==> src/rtl/muldiv_unit_pkg.sv <==
// Shared constants for the M-extension multiply/divide unit.
// Holds the funct3/funct7 decode values and the FSM state encodings.
package muldiv_unit_pkg;

    localparam logic [6:0] OPCODE_ARITHMETIC = 7'b0110011;
    localparam logic [6:0] FUNCT7_MULDIV     = 7'b0000001;

    localparam logic [2:0] FUNCT3_MUL    = 3'b000;
    localparam logic [2:0] FUNCT3_MULH   = 3'b001;
    localparam logic [2:0] FUNCT3_MULHSU = 3'b010;
    localparam logic [2:0] FUNCT3_MULHU  = 3'b011;
    localparam logic [2:0] FUNCT3_DIV    = 3'b100;
    localparam logic [2:0] FUNCT3_DIVU   = 3'b101;
    localparam logic [2:0] FUNCT3_REM    = 3'b110;
    localparam logic [2:0] FUNCT3_REMU   = 3'b111;

    localparam logic [1:0] MD_IDLE = 2'd0;
    localparam logic [1:0] MD_CALC = 2'd1;
    localparam logic [1:0] MD_FIX  = 2'd2;
    localparam logic [1:0] MD_DONE = 2'd3;

    function automatic logic rs1_is_signed(input logic [2:0] f3);
        return (f3 == FUNCT3_MULH) || (f3 == FUNCT3_MULHSU) ||
               (f3 == FUNCT3_DIV)  || (f3 == FUNCT3_REM);
    endfunction

    function automatic logic rs2_is_signed(input logic [2:0] f3);
        return (f3 == FUNCT3_MULH) || (f3 == FUNCT3_DIV) || (f3 == FUNCT3_REM);
    endfunction

endpackage

==> src/rtl/muldiv_unit_step.sv <==
// One radix-2 iteration: shift-add multiply or restoring divide on a shared accumulator.
// Multiply: acc = {partial_hi, multiplier}; divide: acc = {remainder, dividend/quotient}.
module muldiv_step #(
    parameter int unsigned XLEN = 32
) (
    input  logic              is_div,
    input  logic [XLEN-1:0]   opnd,
    input  logic [2*XLEN-1:0] acc_in,
    output logic [2*XLEN-1:0] acc_out
);

    logic [XLEN:0]   add_sum;
    logic [XLEN:0]   trial;
    logic [XLEN-1:0] diff;
    logic            q_bit;

    always_comb begin
        add_sum = {1'b0, acc_in[2*XLEN-1:XLEN]} + (acc_in[0] ? {1'b0, opnd} : '0);
        trial   = {acc_in[2*XLEN-1:XLEN], acc_in[XLEN-1]};
        q_bit   = trial >= {1'b0, opnd};
        // When the subtract succeeds the difference is below the divisor, so XLEN bits suffice.
        diff    = trial[XLEN-1:0] - opnd;
        if (is_div) begin
            acc_out = {(q_bit ? diff : trial[XLEN-1:0]), acc_in[XLEN-2:0], q_bit};
        end else begin
            acc_out = {add_sum, acc_in[XLEN-1:1]};
        end
    end

endmodule

==> src/rtl/muldiv_unit.sv <==
// Iterative RV32M/RV64M multiply/divide unit: one radix-2 step per cycle,
// valid/ready on both sides, synchronous flush.
module muldiv_unit
    import muldiv_unit_pkg::*;
#(
    parameter int unsigned XLEN = 32
) (
    input  logic            clk,
    input  logic            reset,
    input  logic            flush,
    input  logic            in_valid,
    output logic            in_ready,
    input  logic [2:0]      funct3,
    input  logic [XLEN-1:0] rs1_data,
    input  logic [XLEN-1:0] rs2_data,
    output logic            out_valid,
    input  logic            out_ready,
    output logic [XLEN-1:0] result,
    output logic            busy
);

    localparam int unsigned CNT_W = $clog2(XLEN) + 1;
    localparam logic [CNT_W-1:0] LAST_ITER = CNT_W'(XLEN - 1);
    localparam logic [XLEN-1:0]  MOST_NEG  = {1'b1, {(XLEN-1){1'b0}}};

    logic [1:0]        state_q, state_d;
    logic [2:0]        op_q, op_d;
    logic [XLEN-1:0]   opnd_q, opnd_d;
    logic [2*XLEN-1:0] acc_q, acc_d, acc_step;
    logic [CNT_W-1:0]  cnt_q, cnt_d;
    logic              neg_res_q, neg_res_d, neg_rem_q, neg_rem_d;
    logic [XLEN-1:0]   result_q, result_d;

    logic              s1, s2, in_div, div_zero, div_ovf;
    logic [XLEN-1:0]   mag1, mag2, special;
    logic [2*XLEN-1:0] prod;
    logic [XLEN-1:0]   quot, rem, fixed;

    muldiv_step #(.XLEN(XLEN)) u_step (
        .is_div  (op_q[2]),
        .opnd    (opnd_q),
        .acc_in  (acc_q),
        .acc_out (acc_step)
    );

    always_comb begin
        s1       = rs1_is_signed(funct3) & rs1_data[XLEN-1];
        s2       = rs2_is_signed(funct3) & rs2_data[XLEN-1];
        mag1     = s1 ? -rs1_data : rs1_data;
        mag2     = s2 ? -rs2_data : rs2_data;
        in_div   = funct3[2];
        div_zero = in_div && (rs2_data == '0);
        div_ovf  = in_div && !funct3[0] && (rs1_data == MOST_NEG) && (rs2_data == '1);
        // funct3[1] separates REM/REMU from DIV/DIVU; overflowed DIV returns rs1 itself.
        if (div_zero) special = funct3[1] ? rs1_data : '1;
        else          special = funct3[1] ? '0 : rs1_data;

        prod = neg_res_q ? -acc_q : acc_q;
        quot = neg_res_q ? -acc_q[XLEN-1:0] : acc_q[XLEN-1:0];
        rem  = neg_rem_q ? -acc_q[2*XLEN-1:XLEN] : acc_q[2*XLEN-1:XLEN];
        case (op_q)
            FUNCT3_MUL:                              fixed = prod[XLEN-1:0];
            FUNCT3_MULH, FUNCT3_MULHSU, FUNCT3_MULHU: fixed = prod[2*XLEN-1:XLEN];
            FUNCT3_DIV, FUNCT3_DIVU:                 fixed = quot;
            default:                                 fixed = rem;
        endcase
    end

    always_comb begin
        state_d   = state_q;
        op_d      = op_q;
        opnd_d    = opnd_q;
        acc_d     = acc_q;
        cnt_d     = cnt_q;
        neg_res_d = neg_res_q;
        neg_rem_d = neg_rem_q;
        result_d  = result_q;
        if (flush) begin
            state_d = MD_IDLE;
        end else begin
            case (state_q)
                MD_IDLE: begin
                    if (in_valid) begin
                        op_d      = funct3;
                        cnt_d     = '0;
                        neg_res_d = s1 ^ s2;
                        neg_rem_d = s1;
                        if (div_zero || div_ovf) begin
                            result_d = special;
                            state_d  = MD_DONE;
                        end else begin
                            opnd_d  = in_div ? mag2 : mag1;
                            acc_d   = {{XLEN{1'b0}}, (in_div ? mag1 : mag2)};
                            state_d = MD_CALC;
                        end
                    end
                end
                MD_CALC: begin
                    acc_d = acc_step;
                    cnt_d = cnt_q + 1'b1;
                    if (cnt_q == LAST_ITER) state_d = MD_FIX;
                end
                MD_FIX: begin
                    result_d = fixed;
                    state_d  = MD_DONE;
                end
                MD_DONE: begin
                    if (out_ready) state_d = MD_IDLE;
                end
                default: state_d = MD_IDLE;
            endcase
        end
    end

    always_ff @(posedge clk) begin
        if (reset) begin
            state_q   <= MD_IDLE;
            op_q      <= '0;
            opnd_q    <= '0;
            acc_q     <= '0;
            cnt_q     <= '0;
            neg_res_q <= 1'b0;
            neg_rem_q <= 1'b0;
            result_q  <= '0;
        end else begin
            state_q   <= state_d;
            op_q      <= op_d;
            opnd_q    <= opnd_d;
            acc_q     <= acc_d;
            cnt_q     <= cnt_d;
            neg_res_q <= neg_res_d;
            neg_rem_q <= neg_rem_d;
            result_q  <= result_d;
        end
    end

    assign in_ready  = (state_q == MD_IDLE);
    assign out_valid = (state_q == MD_DONE);
    assign busy      = (state_q == MD_CALC) || (state_q == MD_DONE);
    assign result    = result_q;

endmodule

==> config.mk <==
export PLATFORM = sky130hd
export DESIGN_NAME = muldiv_unit
export DESIGN_NICKNAME = d
export VERILOG_FILES = /design/src/rtl/muldiv_unit_pkg.sv /design/src/rtl/muldiv_unit_step.sv /design/src/rtl/muldiv_unit.sv
export SDC_FILE = /design/constraint.sdc
export NUM_CORES = 1
export LEC_CHECK = 0
export CAP_MARGIN = 20
export CORE_UTILIZATION = 30
export CTS_BUF_LIST = sky130_fd_sc_hd__clkbuf_16
export CTS_CLUSTER_SIZE = 16
export DETAILED_ROUTE_END_ITERATION = 8
export GPL_TIMING_DRIVEN = 0
export PLACE_DENSITY_LB_ADDON = 0.1
export SETUP_SLACK_MARGIN = 0.05
export SLEW_MARGIN = 20
export SYNTH_ARGS = -nofsm -noshare
export SYNTH_HDL_FRONTEND = slang
export SYNTH_HIERARCHICAL = 1
export SYNTH_SLANG_ARGS = --single-unit
==> constraint.sdc <==
create_clock -name clk -period 5.04 [get_ports clk]
set_clock_uncertainty 0.2 [all_clocks]
set_input_delay 0.504 -clock clk [delete_from_list [all_inputs] [get_ports clk]]
set_output_delay 0.504 -clock clk [all_outputs]
set_load 0.005 [all_outputs]
==> metrics.yaml <==
die:
  die_w_um: 235.8
  rows: 85
  initial_utilization: 0.3042
  die_area_um2: 55610
  die_h_um: 235.8
  core-area_um2: 53920
  io_pins: 107
final_layout:
  mostFrequentLayoutCell: "nand2_1"
  final_cell_mix: "239 x nand2_1, 200 x a21oi_1, 184 x nor2_1"
  diodes: 0
  areaGrowthSynthToFinish_pct: 15.15
  fin_cells: 3148
  fin_nets: 2587
  multi_input_area_um2: 12460
  layout-drive-gt1-share: 0.06729
  regArea_um2: 2824
  fillCellCount: 5889
power_and_ir_drop:
  p_leak_uw: 0.006977
  seqPwrFrac: 0.310
  vdd_drop_max_v: 0.0002813
  power.internal_uw: 2311
  power_frac_comb: 0.362
  p_sw_frac: 0.4290
  power.share.clock: 0.328
  switching_power_uw: 1736
  power_uw: 4047
  power_density_nw_per_um2: 214.3
min_path:
  hold_depth: 2
  hold_path_class: "in -> reg"
  worstHoldStart: "flush"
  holdPathEnd: "state_q[0]"
run:
  max_cap_violations: 0
timing:
  rsz0062_at_grt: "false"
  max-slew-margin-rel: 0.1692
  setup_viol: 0
  worst_slack_ns: 0.3567
  min_period_ns: 4.683
  worstMarginPinSlew_ns: 1.233
  hold_viol_final: 0
  maxSlewViolCount: 0
  max_freq_mhz: 213.5
  finalCritPeriodShare: 0.9292
  tns_ns: 0
run_status:
  outcome: "completed"
cts:
  clk_pin_slew_ns: 0.08
  clk_latency_ns: 0.48
  cts_tree: "yes"
  cts_inserted_buffers: 17
  clock_sinks: 141
  cts_max_level: 4
  root_buffer: "clkbuf_16"
  post-cts-setup-buffers: 0
  clockBufferDepth: 2
logic_synthesis:
  ys_warn_count: 6
  synthXorXnorAreaFrac: 0.07957
  synth_edf_count: 0
  ys_ff_latch: 141
  synth_fp_nets: 2470
  synthArstFlopShare: 0
  netlist_area_um2: 16400
  synthDistinctLibCells: 96
  synth_compound_area_frac: 0.2854
  synth_area_per_cell_um2: 7.063
  synthCells: 2322
  ys_seq_area_frac: 0.1721
  synth.top_cells.by_area: "dfxtp_1 17%, a21oi_1 6.1%, ha_1 5.6%"
  synth_fa_ha_area_frac: 0.07720
  synth_ff_type: "dfxtp_1"
  muxShareOfSynthArea: 0.03898
  synth_top_family_by_area: "compound AO/OA/AOI/OAI gates"
  yosys.area.top_type: "dfxtp_1"
  yosys.area_share.simple: 0.2770
  synth_top_area_frac: 0.1721
placement:
  io_buffers: 98
  place_ws_ns: -0.05271
  dp_hpwl_um: 72600
  post-place-cells: 3116
  place_congestion: 1.033
route:
  vias: 19260
  drt_wl_total_um: 89070
  route.antenna.remaining_nets: 0
  drt_pre_antenna_iters: 9
  drt-vias-per-instance: 6.117
  drtIter0Drc: 1970
  drc: 0
  routedWlPerCell_um: 28.30
global_routing:
  grt_pass1_vias: 18250
  grt_max_degree: 19
  antenna_found_initial: 5
  grt_usage: 0.3151
  grt_overflow: 0
  grt_pass1_wl_um: 128900
critical_path:
  crit_path_max_fanout: 12
  critPathLaunchType: "flip-flop"
  criticalPathCategory: "reg -> reg"
  worstRegToRegCells: 14
  r2r_slack_ns: 0.36
  critPathRequiredTime_ns: 5.23
  cp.arrival_ns: 4.88
  crit_path_end_kind: "flip-flop"
  reg2reg_from: "acc_q[0]"
  worstReg2RegEnd: "acc_q[62]"
-- cell families after synthesis --
family	after synthesis
compound gates	702
simple gates	894
flops	141
buf+inv	271
fa+ha+maj	106
xor+xnor	149
mux	59
-- critical path, stage by stage (launching register included) --
cell	delay [ns]
dfxtp_2	0.62
clkbuf_1	0.50
and2_1	0.21
ha_1	0.27
a211oi_1	0.18
o21ai_0	0.49
nand4_1	0.26
a31oi_1	0.44
o211ai_1	0.21
a21oi_1	0.37
a211o_1	0.23
o41ai_1	0.07
a211oi_1	0.26
nand3_1	0.11
a21oi_1	0.17
-- per-stage QoR --
stage | instance area, um^2 | hold slack [ns] | utilization
final | 18890 | 0.2473 | 0.3502
after global routing | 18890 | 0.2686 | 0.3502
after detailed placement | 18260 | 0.2622 | 0.3386
after CTS | 18870 | 0.2210 | 0.3500
after global placement | 18250 | 0.2559 | 0.3385
after floorplan | 16400 | 0.2403 | -
-- layer usage --
metal | up-vias | share of wire | track usage
met2 | 829 | 0.45 | 0.5006
met1 | 9424 | 0.45 | 0.4263
li1 | 8858 | - | -
met3 | 138 | 0.073 | 0.05699
met4 | 6 | 0.033 | 0.1068
met5 | - | 0.00042 | 0
-- flip-flops by register name (all words and copies together), names as in the netlist --
| name | count |
|---|---|
| result | 32 |
| neg_res_q | 1 |
| acc_q | 64 |
| cnt_q | 6 |
| op_q | 3 |
| state_q | 2 |
| opnd_q | 32 |
| neg_rem_q | 1 |
-- power groups by stage --
stage	clock network, uW	registers [uW]	logic [uW]
after CTS	1350	1250	1420
after detailed placement	0	1280	1410
after global placement	0	1280	1420
after floorplan	0	1230	869
final	1330	1260	1470
after global routing	1380	1260	1550
-- how the worst max path moves through the flow --
stage	to	start	cells after the start	slack [ns]
6_report	acc_q[62]	acc_q[0]	14	0.36
5_1_grt	acc_q[63]	acc_q[0]	15	0.14
4_1_cts	acc_q[63]	acc_q[0]	15	0.19
3_5_place_dp	acc_q[63]	acc_q[0]	15	-0.05
3_3_place_gp	acc_q[63]	acc_q[0]	15	-0.06
2_1_floorplan	acc_q[63]	acc_q[0]	15	1.48
-- final cells by class --
cell class | count | share of cell area
tap | 696 | 0.04611
clock inverter | 15 | 0.009805
buffer | 190 | 0.04445
clock buffer | 17 | 0.02253
sequential | 141 | 0.1495
timing repair buffer | 98 | 0.05194
multi-input combinational | 1910 | 0.6595
inverter | 81 | 0.01610
-- synth_stat cells (all sizes together) (8+ instances only) --
| cell | count |
|---|---|
| nor3b | 8 |
| o21ai | 124 |
| nor4 | 45 |
| clkbuf | 137 |
| a211o | 13 |
| mux2i | 23 |
| a211oi | 43 |
| ha | 74 |
| a31oi | 26 |
| o211a | 8 |
| o311ai | 9 |
| and4 | 10 |
| a21o | 37 |
| a221oi | 12 |
| nor2b | 14 |
| nor3 | 67 |
| nand2b | 15 |
| a32o | 11 |
| o31ai | 33 |
| maj3 | 30 |
| nand2 | 240 |
| o21a | 17 |
| xor2 | 80 |
| dfxtp | 141 |
| and2 | 43 |
| o21bai | 8 |
| inv | 80 |
| or2 | 21 |
| or3 | 23 |
| buf | 53 |
| nand4b | 10 |
| o41ai | 23 |
| or4 | 21 |
| o211ai | 35 |
| a21oi | 204 |
| mux2 | 36 |
| nand3 | 104 |
| nor2 | 184 |
| o22ai | 17 |
| xnor2 | 69 |
| a22oi | 9 |
| nand4 | 54 |
| and3 | 24 |
-- repair_timing --
item	CTS	global route
pin swaps	0	0
gates resized for setup	1	1
hold buffers	0	0
gates cloned	0	0
setup endpoints to repair	2	2
Power figures use the tool's default switching activity.
